## src/rtl/uart_pkg.sv

```systemverilog
// -----------------------------------------------------------------------------
// uart_pkg
// Shared UART definitions for the transmit and receive shift paths:
//   - uart_state_e               : serializer state encoding
//   - UART_OSM13/16_CYCLES       : oversampling cycles per bit
//   - UART_STOP15_OSM13/16_CYCLES: cycle counts for a 1.5 stop bit period
//   - uart_wls_last_bit()        : word-length select -> index of last data bit
//   - uart_wls_mask()            : word-length select -> mask of active data bits
// -----------------------------------------------------------------------------
package uart_pkg;

    typedef enum logic [2:0] {
        ST_IDLE   = 3'd0,
        ST_START  = 3'd1,
        ST_DATA   = 3'd2,
        ST_PARITY = 3'd3,
        ST_STOP   = 3'd4
    } uart_state_e;

    localparam logic [4:0] UART_OSM13_CYCLES        = 5'd13;
    localparam logic [4:0] UART_OSM16_CYCLES        = 5'd16;
    localparam logic [4:0] UART_STOP15_OSM13_CYCLES = 5'd20;
    localparam logic [4:0] UART_STOP15_OSM16_CYCLES = 5'd24;

    // 5..8 data bits -> last bit index 4..7
    function automatic logic [2:0] uart_wls_last_bit(input logic [1:0] wls);
        return {1'b1, wls};
    endfunction

    function automatic logic [7:0] uart_wls_mask(input logic [1:0] wls);
        logic [7:0] m;
        case (wls)
            2'd0:    m = 8'h1F;
            2'd1:    m = 8'h3F;
            2'd2:    m = 8'h7F;
            default: m = 8'hFF;
        endcase
        return m;
    endfunction

endpackage

```

## src/rtl/uart_tx_shift_if.sv

```systemverilog
// -----------------------------------------------------------------------------
// uart_tx_shift_if
// Byte handshake between the transmit holding register / FIFO and the
// serializer. Transfer happens on a clock edge where valid && ready.
//   tx_data_in   : byte to send (bits above the word length are ignored)
//   tx_valid_in  : byte available
//   tx_ready_out : serializer can accept
// -----------------------------------------------------------------------------
interface uart_tx_shift_if;
    logic [7:0] tx_data_in;
    logic       tx_valid_in;
    logic       tx_ready_out;

    modport master (output tx_data_in, output tx_valid_in, input tx_ready_out);
    modport slave  (input tx_data_in, input tx_valid_in, output tx_ready_out);
endinterface

```

## src/rtl/uart_parity_gen.sv

```systemverilog
// -----------------------------------------------------------------------------
// uart_parity_gen
// Combinational parity bit generator, shared by transmit (generation) and
// receive (checking).
//   data_in    : data byte, only the active word-length bits are used
//   wls_in     : word length select, 0..3 -> 5..8 bits
//   eps_in     : 1 = even parity, 0 = odd parity
//   sp_in      : stick parity, bit is forced to !eps_in
//   parity_out : parity bit
// -----------------------------------------------------------------------------
module uart_parity_gen
    import uart_pkg::*;
(
    input  logic [7:0] data_in,
    input  logic [1:0] wls_in,
    input  logic       eps_in,
    input  logic       sp_in,
    output logic       parity_out
);

    logic w_xor;

    assign w_xor      = ^(data_in & uart_wls_mask(wls_in));
    assign parity_out = sp_in ? ~eps_in : (eps_in ? w_xor : ~w_xor);

endmodule

```

## src/rtl/uart_tx_shift.sv

```systemverilog
// -----------------------------------------------------------------------------
// uart_tx_shift
// UART transmit serializer. Takes one byte per handshake and sends start bit,
// 5..8 data bits LSB first, optional parity and 1 / 1.5 / 2 stop bits at 13x
// or 16x oversampling of bclk_in.
//
// Optional feature: define UART_TX_BREAK_EN to add break_in, which forces
// serial_out low (registered) while the state machine keeps running.
//
// Ports
//   bclk_in      : oversampling baud clock
//   rstn_in      : synchronous reset, active low
//   enable_in    : transmitter enable, low aborts a frame
//   osm_sel_in   : 1 = 13 cycles per bit, 0 = 16 cycles per bit
//   wls_in       : word length 0..3 -> 5..8 bits
//   stb_in       : stop bits (1, or 1.5 when 5-bit words / 2 otherwise)
//   pen_in       : parity enable
//   eps_in       : even parity select
//   sp_in        : stick parity
//   break_in     : line break (UART_TX_BREAK_EN only)
//   tx_if        : byte handshake (slave side)
//   serial_out   : serial line, idle high
//   busy_out     : frame in progress
//   done_out     : one-cycle pulse during the last stop cycle
//
// state     | meaning
// ST_IDLE   | line idle high, ready for a byte
// ST_START  | start bit, one bit period low
// ST_DATA   | data bits LSB first, shift at each bit boundary
// ST_PARITY | parity bit, skipped when parity disabled
// ST_STOP   | stop period high, last cycle may accept the next byte
// -----------------------------------------------------------------------------
module uart_tx_shift
    import uart_pkg::*;
(
    input  logic       bclk_in,
    input  logic       rstn_in,
    input  logic       enable_in,
    input  logic       osm_sel_in,
    input  logic [1:0] wls_in,
    input  logic       stb_in,
    input  logic       pen_in,
    input  logic       eps_in,
    input  logic       sp_in,
`ifdef UART_TX_BREAK_EN
    input  logic       break_in,
`endif
    uart_tx_shift_if.slave tx_if,
    output logic       serial_out,
    output logic       busy_out,
    output logic       done_out
);

    uart_state_e r_state, w_state_nxt;
    logic [4:0]  r_cnt, w_cnt_nxt;
    logic [2:0]  r_bit, w_bit_nxt;
    logic [7:0]  r_shift, w_shift_nxt;
    logic [2:0]  r_last_bit, w_last_bit_nxt;
    logic        r_pen, w_pen_nxt;
    logic        r_par, w_par_nxt;
    logic [4:0]  r_plast, w_plast_nxt;
    logic [4:0]  r_stop_last, w_stop_last_nxt;
    logic        r_serial, w_serial_nxt;
    logic        r_busy, w_busy_nxt;
    logic        r_done, w_done_nxt;

    logic       w_par_acc;
    logic [4:0] w_p_acc;
    logic [4:0] w_stop_last_acc;
    logic       w_bit_end;
    logic       w_stop_end;
    logic       w_ready;
    logic       w_accept;
    logic       w_break;

`ifdef UART_TX_BREAK_EN
    assign w_break = break_in;
`else
    assign w_break = 1'b0;
`endif

    uart_parity_gen u_parity (
        .data_in    (tx_if.tx_data_in),
        .wls_in     (wls_in),
        .eps_in     (eps_in),
        .sp_in      (sp_in),
        .parity_out (w_par_acc)
    );

    // Stop length is captured at accept as a last-cycle index; 2 stop bits at
    // P=16 is 32 cycles, and (2P - 1) wraps correctly to 31 in 5 bits.
    assign w_p_acc = osm_sel_in ? UART_OSM13_CYCLES : UART_OSM16_CYCLES;

    always_comb begin
        w_stop_last_acc = w_p_acc - 5'd1;
        if (stb_in) begin
            if (wls_in == 2'd0)
                w_stop_last_acc = (osm_sel_in ? UART_STOP15_OSM13_CYCLES
                                              : UART_STOP15_OSM16_CYCLES) - 5'd1;
            else
                w_stop_last_acc = (w_p_acc << 1) - 5'd1;
        end
    end

    assign w_bit_end  = (r_cnt == r_plast);
    assign w_stop_end = (r_state == ST_STOP) && (r_cnt == r_stop_last);
    assign w_ready    = rstn_in && enable_in && ((r_state == ST_IDLE) || w_stop_end);
    assign w_accept   = w_ready && tx_if.tx_valid_in;

    assign tx_if.tx_ready_out = w_ready;

    always_comb begin
        w_state_nxt     = r_state;
        w_cnt_nxt       = r_cnt + 5'd1;
        w_bit_nxt       = r_bit;
        w_shift_nxt     = r_shift;
        w_last_bit_nxt  = r_last_bit;
        w_pen_nxt       = r_pen;
        w_par_nxt       = r_par;
        w_plast_nxt     = r_plast;
        w_stop_last_nxt = r_stop_last;

        case (r_state)
            ST_IDLE: begin
                w_cnt_nxt = 5'd0;
            end
            ST_START: begin
                if (w_bit_end) begin
                    w_cnt_nxt   = 5'd0;
                    w_bit_nxt   = 3'd0;
                    w_state_nxt = ST_DATA;
                end
            end
            ST_DATA: begin
                if (w_bit_end) begin
                    w_cnt_nxt   = 5'd0;
                    w_shift_nxt = r_shift >> 1;
                    if (r_bit == r_last_bit)
                        w_state_nxt = r_pen ? ST_PARITY : ST_STOP;
                    else
                        w_bit_nxt = r_bit + 3'd1;
                end
            end
            ST_PARITY: begin
                if (w_bit_end) begin
                    w_cnt_nxt   = 5'd0;
                    w_state_nxt = ST_STOP;
                end
            end
            ST_STOP: begin
                if (w_stop_end) begin
                    w_cnt_nxt   = 5'd0;
                    w_state_nxt = ST_IDLE;
                end
            end
            default: begin
                w_cnt_nxt   = 5'd0;
                w_state_nxt = ST_IDLE;
            end
        endcase

        // Accept can only happen in IDLE or on the last stop cycle, so it
        // overrides whatever the case above decided.
        if (w_accept) begin
            w_state_nxt     = ST_START;
            w_cnt_nxt       = 5'd0;
            w_shift_nxt     = tx_if.tx_data_in & uart_wls_mask(wls_in);
            w_last_bit_nxt  = uart_wls_last_bit(wls_in);
            w_pen_nxt       = pen_in;
            w_par_nxt       = w_par_acc;
            w_plast_nxt     = w_p_acc - 5'd1;
            w_stop_last_nxt = w_stop_last_acc;
        end

        if (!enable_in) begin
            w_state_nxt = ST_IDLE;
            w_cnt_nxt   = 5'd0;
        end

        // Outputs are registered from the next state so the line has no glitches.
        case (w_state_nxt)
            ST_START:  w_serial_nxt = 1'b0;
            ST_DATA:   w_serial_nxt = w_shift_nxt[0];
            ST_PARITY: w_serial_nxt = w_par_nxt;
            default:   w_serial_nxt = 1'b1;
        endcase
        if (w_break)
            w_serial_nxt = 1'b0;

        w_busy_nxt = (w_state_nxt != ST_IDLE);
        w_done_nxt = (w_state_nxt == ST_STOP) && (w_cnt_nxt == w_stop_last_nxt);
    end

    always_ff @(posedge bclk_in) begin
        if (!rstn_in) begin
            r_state     <= ST_IDLE;
            r_cnt       <= 5'd0;
            r_bit       <= 3'd0;
            r_shift     <= 8'd0;
            r_last_bit  <= 3'd0;
            r_pen       <= 1'b0;
            r_par       <= 1'b0;
            r_plast     <= 5'd0;
            r_stop_last <= 5'd0;
            r_serial    <= 1'b1;
            r_busy      <= 1'b0;
            r_done      <= 1'b0;
        end else begin
            r_state     <= w_state_nxt;
            r_cnt       <= w_cnt_nxt;
            r_bit       <= w_bit_nxt;
            r_shift     <= w_shift_nxt;
            r_last_bit  <= w_last_bit_nxt;
            r_pen       <= w_pen_nxt;
            r_par       <= w_par_nxt;
            r_plast     <= w_plast_nxt;
            r_stop_last <= w_stop_last_nxt;
            r_serial    <= w_serial_nxt;
            r_busy      <= w_busy_nxt;
            r_done      <= w_done_nxt;
        end
    end

    assign serial_out = r_serial;
    assign busy_out   = r_busy;
    assign done_out   = r_done;

endmodule
```

## src/flat_wrapper.sv

```systemverilog
// flat-port wrapper written by rule: the top's interface ports become plain ports
module uart_tx_shift_flat import uart_pkg::*;
  (bclk_in, rstn_in, enable_in, osm_sel_in, wls_in, stb_in, pen_in, eps_in, sp_in, serial_out, busy_out, done_out, tx_if_tx_data_in, tx_if_tx_valid_in, tx_if_tx_ready_out);
  uart_tx_shift_if tx_if_i ();
  input  logic bclk_in;
  input  logic rstn_in;
  input  logic enable_in;
  input  logic osm_sel_in;
  input  logic [1:0] wls_in;
  input  logic stb_in;
  input  logic pen_in;
  input  logic eps_in;
  input  logic sp_in;
  output logic serial_out;
  output logic busy_out;
  output logic done_out;
  input wire logic [$bits(tx_if_i.tx_data_in)-1:0] tx_if_tx_data_in;
  input wire logic [$bits(tx_if_i.tx_valid_in)-1:0] tx_if_tx_valid_in;
  output wire logic [$bits(tx_if_i.tx_ready_out)-1:0] tx_if_tx_ready_out;
  assign tx_if_i.tx_data_in = tx_if_tx_data_in;
  assign tx_if_i.tx_valid_in = tx_if_tx_valid_in;
  assign tx_if_tx_ready_out = tx_if_i.tx_ready_out;
  uart_tx_shift u_core (.bclk_in(bclk_in), .rstn_in(rstn_in), .enable_in(enable_in), .osm_sel_in(osm_sel_in), .wls_in(wls_in), .stb_in(stb_in), .pen_in(pen_in), .eps_in(eps_in), .sp_in(sp_in), .tx_if(tx_if_i), .serial_out(serial_out), .busy_out(busy_out), .done_out(done_out));
endmodule
```

## config.mk

```make
export PLATFORM = sky130hd
export DESIGN_NAME = uart_tx_shift_flat
export DESIGN_NICKNAME = d
export VERILOG_FILES = /design/src/rtl/uart_pkg.sv /design/src/rtl/uart_tx_shift_if.sv /design/src/rtl/uart_parity_gen.sv /design/src/rtl/uart_tx_shift.sv /design/src/flat_wrapper.sv
export SDC_FILE = /design/constraint.sdc
export NUM_CORES = 1
export LEC_CHECK = 0
export ABC_AREA = 1
export CAP_MARGIN = 20
export CORE_MARGIN = 2
export CORE_UTILIZATION = 50
export CTS_CLUSTER_DIAMETER = 30
export DETAILED_ROUTE_END_ITERATION = 6
export PLACE_DENSITY_LB_ADDON = 0.3
export SETUP_SLACK_MARGIN = 0.1
export SLEW_MARGIN = 30
export SYNTH_ARGS = -nofsm -noshare
export SYNTH_HDL_FRONTEND = slang
export SYNTH_SLANG_ARGS = --single-unit
```

## constraint.sdc

```tcl
create_clock -name bclk_in -period 1.4 [get_ports bclk_in]
set_input_delay 0.28 -clock bclk_in [delete_from_list [all_inputs] [get_ports bclk_in]]
set_output_delay 0.28 -clock bclk_in [all_outputs]
set_load 0.02 [all_outputs]
```

==> metrics.log, run 1 <==
INFO  metric run_status = finished, violations left
INFO  metric violations_in_the_final_reports = negative setup slack
INFO  metric synth-edff-count = 0
INFO  metric wl_per_cell = between 15 and 20 um
INFO  metric global_route.usage.total = between 30 and 40%
INFO  metric core = 3716 um2
INFO  metric cts_num_sinks = 33
INFO  metric die-height = about 66 um
INFO  metric layout.nets = 420
INFO  metric placement_rows = 22
INFO  metric synth_flop_cell = sky130_fd_sc_hd__dfxtp_1
INFO  metric timing.slew.headroom = 73.19%
INFO  metric n_antenna_cell = 0
INFO  metric cts_inserted_buffers = 5
INFO  metric area_delta_synth_final = 61.14%
INFO  metric die_width = ~66 um
INFO  metric io_pins = 23
INFO  metric most-common-layout-cells = sky130_fd_sc_hd__nand2_1, sky130_fd_sc_hd__buf_4, sky130_fd_sc_hd__inv_1
INFO  metric antenna_violation_net_count_after_detailed_routing = 0
INFO  metric worst_path_most_repeated_cell = sky130_fd_sc_hd__nand3_1
INFO  metric final.period_utilization = 139.0%
INFO  metric power_density = 729.7 nW/um2
INFO  metric finalHoldViolations = 0
INFO  metric synthDominantAreaCellType = sky130_fd_sc_hd__dfxtp_1
INFO  metric grt_antenna_before_repair = 0
INFO  metric floorplan.initialDensity = 52.42%
INFO  metric place_worst_setup_slack = -0.6542 ns
INFO  metric placedCellCount = 426
INFO  metric clock_latency = slightly below 0.3 ns
INFO  metric grt_first_pass_wirelength = approximately 9800 um
INFO  metric timing.critical_path.buf_inv = 2
INFO  metric dr.first_iter.drc_count = between 200 and 300
INFO  metric post_synthesis_sequential_area_ratio = around a third
INFO  metric critical_path.max_fanout = 6
INFO  metric hpwlAfterDp = 3623 um
INFO  metric port-buffer-count = 22
INFO  metric grt_max_degree = 29
INFO  metric timing.fmax = 513.8 MHz
INFO  metric least_margin_pin_slew = around 0.4 ns
INFO  metric worst_path_largest_cell_delay = 0.36 ns
INFO  metric synth_fp_nets = about 330
INFO  metric synth_warnings = 0
INFO  metric synth_top_area_share = about a third
INFO  metric timing.max_cap.violations = 0
INFO  metric multiInputGateArea = 1349 um2
INFO  metric final_cell_count_no_fill = between 400 and 500
INFO  metric clock_tree.htree_level_count = 2
INFO  metric num_vias = 2608
INFO  metric drive_above_1_share = between 30% and 40%
INFO  metric slew_violations = 0
INFO  metric clock-root-buffer = sky130_fd_sc_hd__clkbuf_8
INFO  metric layout.cells.most_common = sky130_fd_sc_hd__nand2_1
INFO  metric finClkSkew = 0.006629 ns
INFO  metric critPathLaunchType = flop
INFO  metric critical_path_arrival = roughly 2.2 ns
INFO  metric cells_traversed_along_the_worst_timing_path = xnor2_1 -> nand3_2 -> nand2_4 -> buf_6 -> nand3_4 -> nand2_1 -> nand2_2 -> buf_4 -> nor2_1 -> nand3_1 -> nand3_1
INFO  metric layout.filler_cells = 187
INFO  metric synthTopCellsByArea = sky130_fd_sc_hd__dfxtp_1, sky130_fd_sc_hd__nand2_1, sky130_fd_sc_hd__inv_1
INFO  metric postSynthAreaPerCell = between 6 and 7 um2
INFO  metric synthCells = between 300 and 400
INFO  metric grt_pass1_vias = approximately 2200
INFO  metric critical_path_required_time = about 1.6 ns
INFO  metric globalRouteOverflowTotal = 0
INFO  metric synth.lib_cells_used.distinct = 31
INFO  metric postSynth.asyncResetShare = 0%
INFO  metric ir_worst_vdd = 0.0007184 V
INFO  metric cp_top_family = simple AND/OR/NAND/NOR gates
INFO  metric drt-pass1-iter-count = 5
INFO  metric critical_path.slowest_cell = sky130_fd_sc_hd__dfxtp_1
INFO  metric min_path_type = in2reg
INFO  metric rsz_0062_raised_after_global_routing = true
INFO  metric routed_wirelength = between 7000 and 8000 um
INFO  metric post-route-drc-count = 0
INFO  metric cts_tree = done
INFO  metric fin_ws = -0.5463 ns
INFO  metric clk_pin_slew_worst_paths = around 0.070 ns
INFO  metric gpl.final_weighted_congestion = approximately 0.84
INFO  metric post_drt_via_cell_ratio = 5.821
INFO  metric ys_ff_latch = 33
INFO  metric worstSetupEndpointType = flop
INFO  metric finalSetupViolCount = 34
INFO  metric p_leak = about 1.5 nW
INFO  metric max-clock-path-buffers = 2
INFO  metric final_period_minus_worst_setup_slack = approximately 1.9 ns
INFO  metric die_area = between 4000 and 5000 um2
INFO  metric area.sequential = between 600 and 700 um2
INFO  metric worst-setup-path-type = reg2reg
INFO  metric syn_std_cell_area = ~2000 um2
==> final timing paths <==
kind                            cells past startpoint                   end  slack [ns]         startpoint
worst max-delay path                               11     u_core.serial_out       -0.55    u_core.r_cnt[4]
worst min-delay path                                3  u_core.r_last_bit[0]        0.50          wls_in[0]
worst max register to register                     11     u_core.serial_out       -0.55    u_core.r_cnt[4]
worst min register to register                      2     u_core.r_shift[3]        0.51  u_core.r_shift[3]
==> registers in the layout (all words and copies together) (netlist names) <==
name and count:
u_core.r_shift 8, u_core.r_cnt 5, u_core.r_stop_last 5, u_core.r_bit 3, u_core.r_state 3, u_core.r_last_bit 2
u_core.r_plast 2, u_core.busy_out 1, u_core.done_out 1, u_core.r_par 1, u_core.r_pen 1, u_core.serial_out 1
==> what timing repair did <==
item	in CTS	in global routing
pin swaps	21	11
hold buffers	0	0
setup endpoints to repair	37	34
gates resized for setup	64	33
setup buffers	8	7
==> area by class of cell <==
cell class | instances | share of cell area [%]
clock buffer | 7 | 3.069
clock inverter | 1 | 0.1594
inverter | 40 | 4.942
multi-input combinational | 224 | 42.97
sequential | 33 | 21.32
tap | 48 | 1.913
timing repair buffer | 95 | 25.63
==> cell families after synthesis <==
kind of cell             count (synthesis)  synth area share [%]
adder cells (fa/ha/maj)                  2                 1.284
AND/OR/NAND/NOR                        181                 41.49
XOR/XNOR                                 9                 4.046
flip-flops                              33                 33.91
buffers and inverters                   47                 10.21
AO/OA/AOI/OAI                           32                 9.056
==> Yosys cell counts (2+ instances only) <==
master,count
sky130_fd_sc_hd__a21oi_1,16
sky130_fd_sc_hd__a31oi_1,8
sky130_fd_sc_hd__buf_4,2
sky130_fd_sc_hd__buf_6,2
sky130_fd_sc_hd__clkbuf_1,3
sky130_fd_sc_hd__dfxtp_1,33
sky130_fd_sc_hd__ha_1,2
sky130_fd_sc_hd__inv_1,37
sky130_fd_sc_hd__inv_2,3
sky130_fd_sc_hd__nand2_1,102
sky130_fd_sc_hd__nand2_2,3
sky130_fd_sc_hd__nand3_1,21
sky130_fd_sc_hd__nand3b_1,2
sky130_fd_sc_hd__nand4_1,7
sky130_fd_sc_hd__nor2_1,34
sky130_fd_sc_hd__o21ai_0,6
sky130_fd_sc_hd__or2_0,2
sky130_fd_sc_hd__xnor2_1,7
sky130_fd_sc_hd__xor2_1,2
==> worst reg2reg max path: stages, from the launching register on <==
cell and delay, ns:
sky130_fd_sc_hd__dfxtp_1 0.36, sky130_fd_sc_hd__xnor2_1 0.30, sky130_fd_sc_hd__nand3_2 0.16, sky130_fd_sc_hd__nand2_4 0.10
sky130_fd_sc_hd__buf_6 0.12, sky130_fd_sc_hd__nand3_4 0.16, sky130_fd_sc_hd__nand2_1 0.17, sky130_fd_sc_hd__nand2_2 0.10
sky130_fd_sc_hd__buf_4 0.17, sky130_fd_sc_hd__nor2_1 0.09, sky130_fd_sc_hd__nand3_1 0.07, sky130_fd_sc_hd__nand3_1 0.09
==> through the flow <==
stage               setup TNS [ns]  instance area, um2  total power (W)  hold WS [ns]  utilization [%]
floorplan                  -0.3407                1967         0.001194        0.3694                -
global placement            -12.76                2638         0.001351        0.4501            70.98
detailed placement          -13.36                2638         0.001359        0.4643            70.98
CTS                         -5.187                2964         0.002213        0.4513            79.76
global route                -13.77                3139         0.002358        0.5158            84.48
finish                      -12.07                3139         0.002291        0.5044            84.48
==> power breakdown <==
group,switching [W],total [W],internal (W)
clock,0.000378,0.000823,0.000445
sequential,0.0000166,0.000980,0.000964
combinational,0.000271,0.000488,0.000217
total,0.000665,0.00229,0.00163
==> layer usage <==
metal | up-vias | track usage [%] | wire length, um
li1 | 1152 | - | -
met1 | 1160 | 35.73 | 2763
met3 | 73 | 5.451 | 852
met2 | 223 | 50.38 | 3701
met4 | 0 | 17.35 | 652
met5 | - | 0 | 0
(Power assumes the default switching activity.)
==> run 2: changes to the inputs <==
--- a/config.mk
+++ b/config.mk
@@ -10,7 +10,9 @@
 export CORE_MARGIN = 2
 export CORE_UTILIZATION = 50
 export CTS_CLUSTER_DIAMETER = 30
+export CTS_CLUSTER_SIZE = 8
 export DETAILED_ROUTE_END_ITERATION = 6
+export GPL_ROUTABILITY_DRIVEN = 0
 export PLACE_DENSITY_LB_ADDON = 0.3
 export SETUP_SLACK_MARGIN = 0.1
 export SLEW_MARGIN = 30
==> results of run 2 <==
Same layout as run 1: the final DEF is identical, and so are final timing and power.
